--- src/rtl/psg_bus_master.sv ---
// PSG BDIR/BC bus initiator: turns single register read/write requests into
// the latch-address / gap / data / gap phase sequence, skipping the address
// latch when the request targets the register latched last time.
module psg_bus_master #(
    parameter int unsigned PHASE_LEN = 2
) (
    input  logic       CLK,
    input  logic       RESET,
    input  logic       req_valid,
    output logic       req_ready,
    input  logic       req_write,
    input  logic [3:0] req_addr,
    input  logic [7:0] req_wdata,
    input  logic       addr_inval,
    output logic       rsp_valid,
    output logic [7:0] rsp_rdata,
    output logic       busy,
    output logic       BDIR,
    output logic       BC,
    output logic [7:0] BUS_DO,
    input  logic [7:0] BUS_DI
);

    localparam logic [7:0] LastCnt = 8'(PHASE_LEN - 1);

    typedef enum logic [2:0] {
        StIdle,
        StAddr,
        StGap1,
        StWr,
        StRd,
        StGap2
    } state_e;

    state_e     state_q, state_d;
    logic [7:0] cnt_q, cnt_d;

    // Latched request, held for the whole sequence
    logic       wr_q, wr_d;
    logic [3:0] addr_q, addr_d;
    logic [7:0] wdata_q, wdata_d;

    // Address cache
    logic       cache_valid_q, cache_valid_d;
    logic [3:0] cache_addr_q, cache_addr_d;

    // Response path
    logic [7:0] rd_cap_q, rd_cap_d;
    logic       rsp_valid_q, rsp_valid_d;
    logic [7:0] rsp_rdata_q, rsp_rdata_d;

    // Registered bus outputs
    logic       bdir_q, bdir_d;
    logic       bc_q, bc_d;
    logic [7:0] bus_do_q, bus_do_d;

    logic accept;
    logic hit;
    logic phase_last;

    assign req_ready  = (state_q == StIdle);
    assign busy       = ~req_ready;
    assign accept     = req_valid & req_ready;
    // An invalidate on the accept cycle forces the miss path
    assign hit        = cache_valid_q & ~addr_inval & (cache_addr_q == req_addr);
    assign phase_last = (cnt_q == LastCnt);

    assign rsp_valid = rsp_valid_q;
    assign rsp_rdata = rsp_rdata_q;
    assign BDIR      = bdir_q;
    assign BC        = bc_q;
    assign BUS_DO    = bus_do_q;

    // State register and phase counter
    always_ff @(posedge CLK or posedge RESET) begin
        if (RESET) begin
            state_q <= StIdle;
            cnt_q   <= 8'd0;
        end else begin
            state_q <= state_d;
            cnt_q   <= cnt_d;
        end
    end

    // Next-state logic: every non-idle phase lasts PHASE_LEN cycles
    always_comb begin
        state_d = state_q;
        unique case (state_q)
            StIdle: begin
                if (accept) begin
                    if (hit) begin
                        state_d = req_write ? StWr : StRd;
                    end else begin
                        state_d = StAddr;
                    end
                end
            end
            StAddr: if (phase_last) state_d = StGap1;
            StGap1: if (phase_last) state_d = wr_q ? StWr : StRd;
            StWr:   if (phase_last) state_d = StGap2;
            StRd:   if (phase_last) state_d = StGap2;
            StGap2: if (phase_last) state_d = StIdle;
            default: state_d = StIdle;
        endcase
        cnt_d = (state_q == StIdle || phase_last) ? 8'd0 : cnt_q + 8'd1;
    end

    // Output logic: bus values follow the state being entered so the
    // registered pins change together with the state
    always_comb begin
        wr_d    = accept ? req_write : wr_q;
        addr_d  = accept ? req_addr  : addr_q;
        wdata_d = accept ? req_wdata : wdata_q;

        bdir_d   = 1'b0;
        bc_d     = 1'b0;
        bus_do_d = 8'h00;
        unique case (state_d)
            StAddr: begin
                bdir_d   = 1'b1;
                bc_d     = 1'b1;
                bus_do_d = {4'h0, addr_d};
            end
            StWr: begin
                bdir_d   = 1'b1;
                bus_do_d = wdata_d;
            end
            StRd: begin
                bc_d = 1'b1;
            end
            default: begin
                bdir_d   = 1'b0;
                bc_d     = 1'b0;
                bus_do_d = 8'h00;
            end
        endcase

        rd_cap_d    = (state_q == StRd && phase_last) ? BUS_DI : rd_cap_q;
        rsp_valid_d = (state_q == StGap2) && phase_last;
        rsp_rdata_d = (rsp_valid_d && !wr_q) ? rd_cap_q : rsp_rdata_q;

        cache_valid_d = cache_valid_q;
        cache_addr_d  = cache_addr_q;
        if (state_q == StAddr && phase_last) begin
            cache_valid_d = 1'b1;
            cache_addr_d  = addr_q;
        end
        // Invalidate wins over a simultaneous set
        if (addr_inval) begin
            cache_valid_d = 1'b0;
        end
    end

    // Datapath, cache and registered outputs
    always_ff @(posedge CLK or posedge RESET) begin
        if (RESET) begin
            wr_q          <= 1'b0;
            addr_q        <= 4'h0;
            wdata_q       <= 8'h00;
            cache_valid_q <= 1'b0;
            cache_addr_q  <= 4'h0;
            rd_cap_q      <= 8'hFF;
            rsp_valid_q   <= 1'b0;
            rsp_rdata_q   <= 8'hFF;
            bdir_q        <= 1'b0;
            bc_q          <= 1'b0;
            bus_do_q      <= 8'h00;
        end else begin
            wr_q          <= wr_d;
            addr_q        <= addr_d;
            wdata_q       <= wdata_d;
            cache_valid_q <= cache_valid_d;
            cache_addr_q  <= cache_addr_d;
            rd_cap_q      <= rd_cap_d;
            rsp_valid_q   <= rsp_valid_d;
            rsp_rdata_q   <= rsp_rdata_d;
            bdir_q        <= bdir_d;
            bc_q          <= bc_d;
            bus_do_q      <= bus_do_d;
        end
    end

endmodule

--- config.mk ---
export PLATFORM = sky130hd
export DESIGN_NAME = psg_bus_master
export DESIGN_NICKNAME = d
export VERILOG_FILES = /design/src/rtl/psg_bus_master.sv
export SDC_FILE = /design/constraint.sdc
export NUM_CORES = 1
export LEC_CHECK = 0
export ABC_AREA = 1
export BUFFER_PORTS_ARGS = -buffer_cell sky130_fd_sc_hd__buf_2
export CAP_MARGIN = 20
export CORE_UTILIZATION = 50
export CTS_CLUSTER_SIZE = 12
export DETAILED_ROUTE_END_ITERATION = 8
export PLACE_DENSITY_LB_ADDON = 0.1
export SLEW_MARGIN = 30
export SYNTH_ARGS = -nofsm -noshare
export SYNTH_HDL_FRONTEND = slang
export SYNTH_SLANG_ARGS = --single-unit
--- constraint.sdc ---
create_clock -name CLK -period 2.6 [get_ports CLK]
set_input_delay 0.13 -clock CLK [delete_from_list [all_inputs] [get_ports CLK]]
set_output_delay 0.13 -clock CLK [all_outputs]
set_load 0.02 [all_outputs]
Yosys cells after proc, flatten, opt, wreduce, memory -nomap -nowiden

Cells that the tools add are included.

Reduce and logical (&&, ||, !) cells: 11
Eq/ne operators: 10
$add $sub $neg: 1
Bitwise gates (word level): 5
Mux-type cells: 17

Operator list:

| cell                                                | count |
|---|---|
| 2-to-1 mux 3 bit                                    | 8 |
| 2-to-1 mux 8 bit                                    | 2 |
| one-hot mux 8 bit (2 select lines)                  | 1 |
| one-hot mux 3 bit (5 select lines)                  | 1 |
| equality test 3 x 2 -> 1 bit, second input constant | 3 |
| equality test 3 bit, second input constant          | 3 |
| adder 8 x 1 -> 8 bit, second input constant         | 1 |
| equality test 8 x 1 -> 1 bit, second input constant | 1 |
| equality test 3 x 1 -> 1 bit, second input constant | 2 |
| OR reduction 2 bit                                  | 3 |
| equality test 4 bit                                 | 1 |
| logical AND 1 bit                                   | 4 |
| 2-to-1 mux 1 bit                                    | 4 |
| 2-to-1 mux 4 bit                                    | 1 |
| AND 1 bit                                           | 3 |
| logical NOT 3 bit                                   | 1 |
| inverter 1 bit                                      | 2 |
| nonzero test 2 bit                                  | 1 |
| logical NOT 1 bit                                   | 1 |
| logical OR 1 bit                                    | 1 |

Output and inout bits: 21
Register bits: 56
Word-level logic and storage cells: 57

Depth between registers and ports, before layout

Gate-level depths: netlist of the first run.

Depth after elaboration: 9
Mapped depth: 13
Mapped depth without buffers: 13

Least setup slack after synthesis of the first run

OpenSTA, ideal clock, no wires.

Path kind: reg-to-reg
From: register cnt_q[1]
To: register bus_do_q[0] (netlist: BUS_DO[0])
Buffers on the path: 0
Clock period less this slack: 1.603 ns
Cell stages (with the launch flop): 14
Setup time: 0.118 ns
Path slack: 0.997 ns
Arrival: 1.485 ns
Cell sequence: dfrtp_1 -> inv_1 -> ha_1 -> nand2_1 -> nor2_2 -> nand2_2 -> nand2_1 -> nand2_1 -> nor2_2 -> nand2_4 -> nand2_4 -> inv_2 -> nand2_1 -> nand2_1

Cells in the longest elaborated chain, start to end: 5
Elaborated cells on any way between the ends: 9

Ends and longest elaborated chain:

| item                                                                                | RTL line | RTL |
|---|---|---|
| start, declared                                                                     | 36       | `logic [7:0] cnt_q, cnt_d;` |
| start signal, assigned                                                              | 81       | `cnt_q <= cnt_d;` |
| equality test 8 x 1 -> 1 bit *                                                      | 66       | `assign phase_last = (cnt_q == LastCnt);` |
| 2-to-1 mux 3 bit, on equally long branches                                          | -        |  |
| one-hot mux 3 bit (5 select lines) *                                                | 88       | `unique case (state_q)` |
| via state_d[0]                                                                      | 35       | `state_e state_q, state_d;` |
| equality test 3 x 2 -> 1 bit / equality test 3 x 1 -> 1 bit (equally long branches) | 118      | `unique case (state_d)` |
| one-hot mux 8 bit (2 select lines) *                                                | 118      |  |
| via bus_do_d[0]                                                                     | 55       | `logic [7:0] bus_do_q, bus_do_d;` |
| end signal, assigned                                                                | 179      | `bus_do_q <= bus_do_d;` |
| end, declared                                                                       | 55       |  |

Mark *: on every way through the listed nets, which the timed path passes. The rest lies on a longest branch.
A chain may end at the register's enable or synchronous reset.

Worst setup path in the final report of the first run

From: register cnt_q[1]
To: register bus_do_q[2] (netlist: BUS_DO[2])

The elaborated chain is that of the path after synthesis.

==> results of run 1 <==
## layout by cell type, fill, tap and decap left out, drive strengths merged
master       count
nor2            33
nand2           85
dlygate4sd3      2
a31oi            1
inv             35
dfrtp           40
nor3             6
o21ai           14
buf             47
nand3           15
clkinv           2
nand4            6
mux2             8
or2              4
dfstp           16
nand3b           1
nor3b            2
clkbuf           6
ha               2
a21oi            5
## worst min-delay path, delay by kind of cell
| kind | cells | cell delay (ns) |
|---|---|---|
| AND/OR/NAND/NOR | 2 | 0.11 |
| buffers and inverters | 1 | 0.07 |
## kinds of logic (layout without fill, tap and decap cells)
group | count (synthesis) | in the layout | synth area share
AO/OA/AOI/OAI | 20 | 20 | 0.0402
flip-flops | 56 | 56 | 0.563
AND/OR/NAND/NOR | 152 | 152 | 0.290
multiplexers | 8 | 8 | 0.0357
buffers and inverters | 38 | 92 | 0.0610
adder cells (fa/ha/maj) | 2 | 2 | 0.00991
## per-layer routing
metal | wire, um | track usage
met5 | 0 | 0
met4 | 69 | 0.0915
met3 | 163 | 0.0456
met2 | 2170 | 0.322
met1 | 2130 | 0.248
## registers in the layout, indices dropped and copies added, names as in the netlist
name,count
cache_valid_q,1
cnt_q,8
rd_cap_q,8
cache_addr_q,4
rsp_valid,1
BC,1
addr_q,4
BDIR,1
BUS_DO,8
state_q,3
rsp_rdata,8
wr_q,1
wdata_q,8
## path summary, 6_finish.rpt
kind                                end  depth (start not counted)  slack [ns]          from
setup reg to reg              BUS_DO[2]                         12        0.81      cnt_q[1]
hold / removal               wdata_q[0]                          3        0.04  req_wdata[0]
hold reg to reg            rsp_rdata[2]                          2        0.46  rsp_rdata[2]
setup / recovery              BUS_DO[2]                         12        0.81      cnt_q[1]
min in group asynchronous     BUS_DO[5]                          3        0.47         RESET
max in group asynchronous   rd_cap_q[4]                          4        1.46         RESET
## power by group
| part | switching, uW | internal [uW] | leakage [uW] |
|---|---|---|---|
| sequential | 145 | 1280 | 0.000678 |
| clock | 285 | 193 | 0.0000457 |
| combinational | 860 | 433 | 0.000827 |
| total | 1290 | 1910 | 0.00155 |
## layout make-up
type                    count  area (um2)  area share
clock buffers               6        72.6      0.0247
clock inverters             2        15.0     0.00511
inverters                  35         135      0.0460
multi-input cells         182         948       0.323
flip-flops and latches     56        1420       0.484
well taps                  67        83.8      0.0285
repair buffers             49         260      0.0886
## per-stage QoR
stage               hold slack, ns  cells
floorplan                    0.193    276
global placement             0.295    387
detailed placement           0.302    387
CTS                         0.0249    396
global route                0.0247    397
finish                      0.0392    397
## repair_timing
item / CTS / global route
hold buffers: 1 / 1
resized for setup: 0 / 0
hold endpoints to repair: 1 / 18
## cell usage after synthesis
| master | n | area [um2] |
|---|---|---|
| a21oi_1 | 5 | 25.0 |
| a31oi_1 | 1 | 6.26 |
| buf_2 | 1 | 5.00 |
| buf_6 | 1 | 11.3 |
| clkbuf_1 | 1 | 3.75 |
| dfrtp_1 | 40 | 1000 |
| dfstp_2 | 16 | 420 |
| ha_1 | 2 | 25.0 |
| inv_1 | 26 | 97.6 |
| inv_2 | 8 | 30.0 |
| inv_4 | 1 | 6.26 |
| mux2_2 | 8 | 90.1 |
| nand2_1 | 76 | 285 |
| nand2_2 | 4 | 25.0 |
| nand2_4 | 5 | 56.3 |
| nand3_1 | 15 | 75.1 |
| nand3b_4 | 1 | 20.0 |
| nand4_1 | 6 | 37.5 |
| nor2_1 | 26 | 97.6 |
| nor2_2 | 5 | 31.3 |
| nor2_4 | 2 | 22.5 |
| nor3_1 | 5 | 25.0 |
| nor3_4 | 1 | 16.3 |
| nor3b_1 | 2 | 15.0 |
| o21ai_0 | 14 | 70.1 |
| or2_2 | 4 | 25.0 |
==> metrics.yaml, run 1 <==
grt:
  grt_max_degree: 48
  antenna_found_initial: 0
  grt_pass1_vias: 1811
  grt_use_total: 0.197
  grt_pass1_wl_um: 7890
  overflow: 0
synth:
  yosysUniqueCellTypes: 26
  syn_area_um2: 2520
  yosys_warnings: 0
  synth-seq-cells: 56
  synth_nets: 303
  syn_area_per_cell_um2: 9.14
  syn_inst: 276
  yosysSeqAreaShare: 0.563
drt:
  drt_iter0_markers: 66
  via_count: 1873
  postRouteAntennaNets: 0
  dr.pass1.iters: 4
  drc_errors: 0
  vias_per_cell: 4.72
  wl_per_cell_um: 11.4
  postRouteWirelength_um: 4530
critical_path:
  slowest_stage: "dfrtp_1"
  cp.required_ns: 2.85
  crit_top_cell: "nand2_1"
  cpLargestDelayFamily: "simple AND/OR/NAND/NOR gates"
  path_class: "reg -> reg"
  crit_buf_inv: 3
  cp-start-kind: "register"
  cpPeakStageDelay_ns: 0.39
  critPathMaxFanout: 10
  worstPathArrival_ns: 2.05
  crit_chain: "inv_1, ha_1, nand2_1, nor2_1, nand2_2, nand3_1, inv_1, nand2_4, nand2_4, inv_2, nand2_1, nand2_1"
  endpoint_kind: "register"
cts:
  clkSinkCount: 56
  cts_tree: "built"
  path_clk_slew_ns: 0.10
  numCtsBuffers: 5
  post_cts_buffers: 0
  worstSkewPairLatency_ns: 0.31
  clockRootBuffer: "clkbuf_8"
  cts.path.max_buffers: 2
  htree_num_levels: 2
die:
  coreArea_um2: 4790
  die_h_um: 73.0
  start_util: 0.527
  rows: 25
  fp.dieArea_um2: 5340
  dieWidth_um: 73.0
  io_pins: 46
final_layout:
  final_cell_area_um2: 2940
  fillers: 444
  finalNetCount: 356
  area_growth_pct: 16.4
  antenna_cells: 0
  fin_util: 0.614
  drive_gt1_frac: 0.333
sta:
  fmax_ghz: 0.558
  maxSlewHeadroom: 0.472
  tightestPinTransition_ns: 0.791
  grt_setup_unrepaired: "false"
  hold_violations: 0
  min_period_ns: 1.79
  fin_ws_ns: 0.807
  tns_ns: 0
  finalCritPeriodShare: 0.690
  setup_viol: 0
  finalMaxSlewViolations: 0
  clock_skew_ns: 0.0105
hold_path:
  min-delay-path-class: "in -> reg"
placed_design:
  placed_cell_area_um2: 2830
  gp_congestion: 0.811
  post-place-ws_ns: 0.816
  hpwl_um: 3240
  io_buffer_count: 45
power_and_ir_drop:
  report.power.total_uw: 3200
  power.density_nw_per_um2: 1090
  leakage_uw: 0.00155
  peakVddDrop_mv: 0.523
outcome:
  outcome: "complete, no violations"
run:
  maxCapViolCount: 0
(Power assumes the default switching activity.)
==> run 2, diff against run 1 <==
==> constraint.sdc (replaced) <==
create_clock -name CLK -period 1.8 [get_ports CLK]
set_input_delay 0.09 -clock CLK [delete_from_list [all_inputs] [get_ports CLK]]
set_output_delay 0.09 -clock CLK [all_outputs]
set_load 0.02 [all_outputs]
==> run 2 against run 1 <==
Effect of this change:
- power increased by 48%
- die area unchanged
- sequential power increased by 45%
- critical endpoint is now BUS_DO[1]
- worst hold slack got worse by 0.024 ns
- global-route usage decreased by 0.70 points
- via count increased by 1.8%
- fmax increased by 7.4%
- critical path depth increased by 1
- flip-flop and latch count unchanged
- final cell count increased by 3.0%
- core utilization increased by 2.4 points
- critical path type unchanged
- highest routed layer unchanged
==> metrics.yaml, run 2 (same netlist as run 1, synthesis figures left out) <==
final_layout:
  final_common_cell: "nand2_1"  # unchanged
  antenna_cells: 0  # unchanged
  final_cell_mix: "76 x nand2_1, 45 x buf_2, 40 x dfrtp_1"  # unchanged
  finalNetCount: 368  # was 356
  area_growth_pct: 20.9  # was 16.4%
  drive_gt1_frac: 0.360  # was 0.333
  fillers: 430  # was 444
  fin_util: 0.638  # was 0.614
sta:
  finalMaxSlewViolations: 0  # unchanged
  maxSlewHeadroom: 0.683  # was 0.472
  hold_violations: 0  # unchanged
  tightestPinTransition_ns: 0.476  # was 0.791 ns
  tns_ns: 0  # unchanged
  setup_viol: 0  # unchanged
  fin_ws_ns: 0.130  # was 0.807 ns
  finalCritPeriodShare: 0.928  # was 0.690
  grt_setup_unrepaired: "false"  # unchanged
  clock_skew_ns: 0.00317  # was 0.0105 ns
  min_period_ns: 1.67  # was 1.79 ns
  fmax_ghz: 0.599  # was 0.558 GHz
drt:
  postRouteWirelength_um: 4580  # was 4530 um
  vias_per_cell: 4.66  # was 4.72
  dr.pass1.iters: 4  # unchanged
  wl_per_cell_um: 11.2  # was 11.4 um
  via_count: 1907  # was 1873
  drc_errors: 0  # unchanged
  drt_iter0_markers: 68  # was 66
  postRouteAntennaNets: 0  # unchanged
power_and_ir_drop:
  p_comb_frac: 0.420  # was 0.404
  switching_share: 0.396  # was 0.403
  leakage_uw: 0.00162  # was 0.00155 uW
  p_clk_frac: 0.143  # was 0.149
  power_frac_seq: 0.438  # was 0.447
  peakVddDrop_mv: 0.783  # was 0.523 mV
  internal-power_uw: 2850  # was 1910 uW
  power.density_nw_per_um2: 1550  # was 1090 nW/um2
  switching_power_uw: 1870  # was 1290 uW
cts:
  cts_tree: "built"  # unchanged
  path_clk_slew_ns: 0.10  # about the same
  numCtsBuffers: 5  # unchanged
  clkSinkCount: 56  # unchanged
  cts.path.max_buffers: 2  # unchanged
  htree_num_levels: 2  # unchanged
  clockRootBuffer: "clkbuf_8"  # unchanged
  worstSkewPairLatency_ns: 0.30  # was 0.31 ns
placed_design:
  post-place-ws_ns: 0.118  # was 0.816 ns
  io_buffer_count: 45  # unchanged
  gp_congestion: 0.759  # was 0.811
  hpwl_um: 3310  # was 3240 um
outcome:
  outcome: "complete, no violations"  # unchanged
die:
  start_util: 0.527  # unchanged
  rows: 25  # unchanged
  fp.dieArea_um2: 5340  # unchanged
  dieWidth_um: 73.0  # unchanged
  coreArea_um2: 4790  # unchanged
  die_h_um: 73.0  # unchanged
  io_pins: 46  # unchanged
hold_path:
  min-delay-path-class: "in -> reg"  # unchanged
grt:
  overflow: 0  # unchanged
  grt_pass1_vias: 1811  # unchanged
  grt_pass1_wl_um: 7710  # was 7890 um
  grt_use_total: 0.190  # was 0.197
  grt_max_degree: 35  # was 48
  antenna_found_initial: 0  # unchanged
critical_path:
  path_class: "reg -> reg"  # unchanged
  crit_chain: "inv_2, ha_2, nand2_1, nor2_2, nand2_2, nand2_1, nand2_1, nor2_2, nand2_4, nand2_4, inv_2, nand2_1, nand2_1"  # was inv_1, ha_1, nand2_1, nor2_1, nand2_2, nand3_1, inv_1, nand2_4, nand2_4, inv_2, nand2_1, nand2_1
  cp.required_ns: 2.00  # was 2.85 ns
  cpPeakStageDelay_ns: 0.40  # was 0.39 ns
  crit_top_cell: "nand2_1"  # unchanged
  cpLargestDelayFamily: "simple AND/OR/NAND/NOR gates"  # unchanged
  cp-start-kind: "register"  # unchanged
  critPathMaxFanout: 8  # was 10
  slowest_stage: "dfrtp_1"  # unchanged
  endpoint_kind: "register"  # unchanged
  worstPathArrival_ns: 1.87  # was 2.05 ns
  crit_buf_inv: 2  # was 3
run:
  maxCapViolCount: 0  # unchanged
run 2: cell types whose count changed in the layout (fill, tap and decap cells not counted), sizes merged:
| cell | change |
|---|---|
| buf | +9 |
| clkbuf | -1 |
| dlygate4sd3 | +3 |
| inv | +1 |
run 2: metrics by stage:
stage / instances / power [uW] / hold slack, ns / instance area, um2
finish: 409 / 4720 / 0.0149 / 3050
global route: 409 / 5100 / 0.00846 / 3050
CTS: 404 / 4720 / 0.00476 / 3010
detailed placement: 391 / 4030 / 0.141 / 2870
global placement: 391 / 3990 / 0.140 / 2870
floorplan: 276 / 3490 / 0.153 / 2520
run 2: final timing paths:
check,startpoint,endpoint,slack (ns),depth (start not counted)
max,cnt_q[1],BUS_DO[1],0.13,13
min,BUS_DI[3],rd_cap_q[3],0.01,2
max reg2reg,cnt_q[1],BUS_DO[1],0.13,13
min reg2reg,rsp_rdata[6],rsp_rdata[6],0.46,2
max in group asynchronous,RESET,rd_cap_q[4],0.86,4
min in group asynchronous,RESET,wdata_q[4],0.34,3
run 2: power by group through the flow:
stage / Combinational, uW / Sequential [uW] / Clock, uW
3_3_place_gp: 1900 / 2080 / 0
4_1_cts: 1950 / 2070 / 699
6_report: 1980 / 2070 / 673
3_5_place_dp: 1940 / 2090 / 0
5_1_grt: 2220 / 2130 / 750
2_1_floorplan: 1240 / 2260 / 0
run 2: cell type report:
type | count | area, um2 | area share
Clock buffer | 5 | 68.8 | 0.0226
Clock inverter | 3 | 17.5 | 0.00574
Tap cell | 67 | 83.8 | 0.0275
Timing Repair Buffer | 61 | 370 | 0.121
Inverter | 35 | 134 | 0.0439
Sequential cell | 56 | 1420 | 0.466
Multi-Input combinational cell | 182 | 956 | 0.313
run 2: per-layer routing:
| metal | GRT usage | part of all wire |
|---|---|---|
| met5 | 0 | 0 |
| met4 | 0.0523 | 0.0046 |
| met3 | 0.0442 | 0.030 |
| met2 | 0.333 | 0.51 |
| met1 | 0.234 | 0.46 |
run 2: worst register-to-register path: stages (launching register included):
cell and delay (ns):
dfrtp_1 0.40, inv_2 0.07, ha_2 0.16, nand2_1 0.06
nor2_2 0.11, nand2_2 0.12, nand2_1 0.09, nand2_1 0.06
nor2_2 0.15, nand2_4 0.10, nand2_4 0.10, inv_2 0.05
nand2_1 0.05, nand2_1 0.05
run 2: repair_timing:
action | 4_1_cts | 5_1_grt
setup endpoints to repair | 0 | 13
setup buffers | 0 | 5
endpoints found under the hold margin | 26 | 0
gates resized for setup | 0 | 4
hold buffers | 5 | 0
==> run 3, diff against run 2 <==
==> constraint.sdc (replaced) <==
create_clock -name CLK -period 1.7 [get_ports CLK]
set_input_delay 0.085 -clock CLK [delete_from_list [all_inputs] [get_ports CLK]]
set_output_delay 0.085 -clock CLK [all_outputs]
set_load 0.02 [all_outputs]
==> run 3 against run 2 <==
Effect of this change:
- via count increased by 1.0%
- first-iteration DRC count grew 16%
- sequential power is 6% higher
- clock power grew 8.0%
- worst hold slack got worse by 0.010 ns
- die area unchanged
- setup slack got worse by 0.041 ns
- core utilization up 1.9 points
- routed wire length up 2.7%
- critical path type unchanged
- largest power group is now combinational logic
==> metrics.yaml, run 3 (same netlist as run 1, synthesis figures left out) <==
critical_path:
  cp-startpoint: "cnt_q[1]"  # unchanged
  regToRegEndpoint: "BUS_DO[3]"  # was BUS_DO[1]
  rr_startpoint: "cnt_q[1]"  # unchanged
  critPathMaxFanout: 8  # unchanged
  endpoint_kind: "register"  # unchanged
  path_class: "reg -> reg"  # unchanged
  r2r_slack_ns: 0.09  # was 0.13 ns
  cp-start-kind: "register"  # unchanged
  crit_end: "BUS_DO[3]"  # was BUS_DO[1]
  cp.required_ns: 1.91  # was 2.00 ns
  rr_worst_depth: 13  # unchanged
  worstPathArrival_ns: 1.82  # was 1.87 ns
hold_path:
  min-delay-path-class: "in -> reg"  # unchanged
final_layout:
  final_cell_mix: "72 x nand2_1, 45 x buf_2, 40 x dfrtp_1"  # was 76 x nand2_1, 45 x buf_2, 40 x dfrtp_1
  antenna_cells: 0  # unchanged
  drive_gt1_frac: 0.377  # was 0.360
  final_cell_area_um2: 3140  # was 3050 um2
  area_growth_pct: 24.5  # was 20.9%
  final_common_cell: "nand2_1"  # unchanged
  finalNetCount: 371  # was 368
  stdcell_count: 412  # was 409
placed_design:
  io_buffer_count: 45  # unchanged
  dp_cells: 394  # was 391
  gp_congestion: 0.798  # was 0.759
  hpwl_um: 3400  # was 3310 um
  placed_cell_area_um2: 2890  # was 2870 um2
cts:
  cts.path.max_buffers: 2  # unchanged
  worstSkewPairLatency_ns: 0.31  # was 0.30 ns
  htree_num_levels: 2  # unchanged
  numCtsBuffers: 5  # unchanged
  clockRootBuffer: "clkbuf_8"  # unchanged
  path_clk_slew_ns: 0.10  # about the same
  cts_tree: "built"  # unchanged
  clkSinkCount: 56  # unchanged
sta:
  clock_skew_ns: 0.00993  # was 0.00317 ns
  tightestPinTransition_ns: 0.497  # was 0.476 ns
  finalMaxSlewViolations: 0  # unchanged
  hold_slack_ns: 0.00497  # was 0.0149 ns
  min_period_ns: 1.61  # was 1.67 ns
  hold_violations: 0  # unchanged
  finalCritPeriodShare: 0.948  # was 0.928
  fmax_ghz: 0.621  # was 0.599 GHz
  setup_viol: 0  # unchanged
  tns_ns: 0  # unchanged
  maxSlewHeadroom: 0.668  # was 0.683
die:
  die_h_um: 73.0  # unchanged
  io_pins: 46  # unchanged
  rows: 25  # unchanged
  dieWidth_um: 73.0  # unchanged
  start_util: 0.527  # unchanged
  coreArea_um2: 4790  # unchanged
  fp.dieArea_um2: 5340  # unchanged
drt:
  drt_iter0_markers: 79  # was 68
  dr.pass1.iters: 4  # unchanged
  postRouteWirelength_um: 4710  # was 4580 um
  via_count: 1926  # was 1907
  vias_per_cell: 4.67  # was 4.66
  drc_errors: 0  # unchanged
  postRouteAntennaNets: 0  # unchanged
  wl_per_cell_um: 11.4  # was 11.2 um
power_and_ir_drop:
  switching_share: 0.400  # was 0.396
  report.power.total_uw: 5150  # was 4720 uW
  p_clk_frac: 0.141  # was 0.143
  internal-power_uw: 3090  # was 2850 uW
  peakVddDrop_mv: 0.772  # was 0.783 mV
  switching_power_uw: 2060  # was 1870 uW
  power.density_nw_per_um2: 1640  # was 1550 nW/um2
  leakage_uw: 0.00164  # was 0.00162 uW
  power_frac_seq: 0.425  # was 0.438
  p_comb_frac: 0.434  # was 0.420
grt:
  grt_pass1_wl_um: 7870  # was 7710 um
  grt_pass1_vias: 1837  # was 1811
  overflow: 0  # unchanged
  grt_use_total: 0.193  # was 0.190
  antenna_found_initial: 0  # unchanged
  grt_max_degree: 34  # was 35
outcome:
  outcome: "complete, no violations"  # unchanged
run:
  maxCapViolCount: 0  # unchanged
==> run 3: metal layers <==
metal  global-route usage  share of wire
met5                    0              0
met4               0.0654          0.014
met3               0.0373          0.032
met2                0.346           0.51
met1                0.231           0.44
==> run 3: worst min path at each step <==
stage / from / end / slack [ns] / cells after the start
after global placement: RESET / wr_q / 0.15 / 2
after CTS: BUS_DI[3] / rd_cap_q[3] / 0.0002 / 2
after detailed placement: RESET / wr_q / 0.15 / 2
after global routing: BUS_DI[3] / rd_cap_q[3] / 0.005 / 2
after floorplan: addr_inval / cache_valid_q / 0.15 / 1
final: BUS_DI[3] / rd_cap_q[3] / 0.005 / 2
==> run 3: worst max-delay path, cell delays in order (launching register included) <==
cell and delay (ns):
dfrtp_1 0.41, inv_2 0.09, ha_4 0.14, nand2_2 0.06, nor2_4 0.13, nand2_4 0.09
nand2_2 0.08, nand2_2 0.06, nor2_4 0.10, nand2_4 0.09, nand2_4 0.11, inv_4 0.04
nand2_1 0.05, nand2_1 0.05
==> run 3: cell type report <==
type	count	area [um2]
Tap cell	67	83.8
Timing Repair Buffer	64	400
Sequential cell	56	1420
Multi-Input combinational cell	182	1010
Fill cell	424	1640
Clock inverter	2	13.8
Clock buffer	6	72.6
Inverter	35	136
==> run 3: power groups by stage <==
stage                     registers [uW]  logic, uW  clock network [uW]
after floorplan                     2390       1310                   0
after global placement              2190       2050                   0
after detailed placement            2210       2090                   0
after CTS                           2180       2130                 753
after global routing                2250       2500                 800
final                               2190       2240                 727
==> run 3: through the flow <==
stage | util | setup WS [ns]
final | 0.656 | 0.0890
after global routing | 0.656 | -0.00358
after CTS | 0.639 | 0.0178
after detailed placement | 0.604 | 0.00284
after global placement | 0.604 | 0.0787
after floorplan | - | 0.0970
==> run 3: what timing repair did <==
action / CTS / global route
resized for setup: 2 / 16
buffers inserted: 2 / 0
hold endpoints to repair: 12 / 2
pin swaps: 4 / 7
endpoints found under the setup margin: 4 / 15
hold buffers: 6 / 2
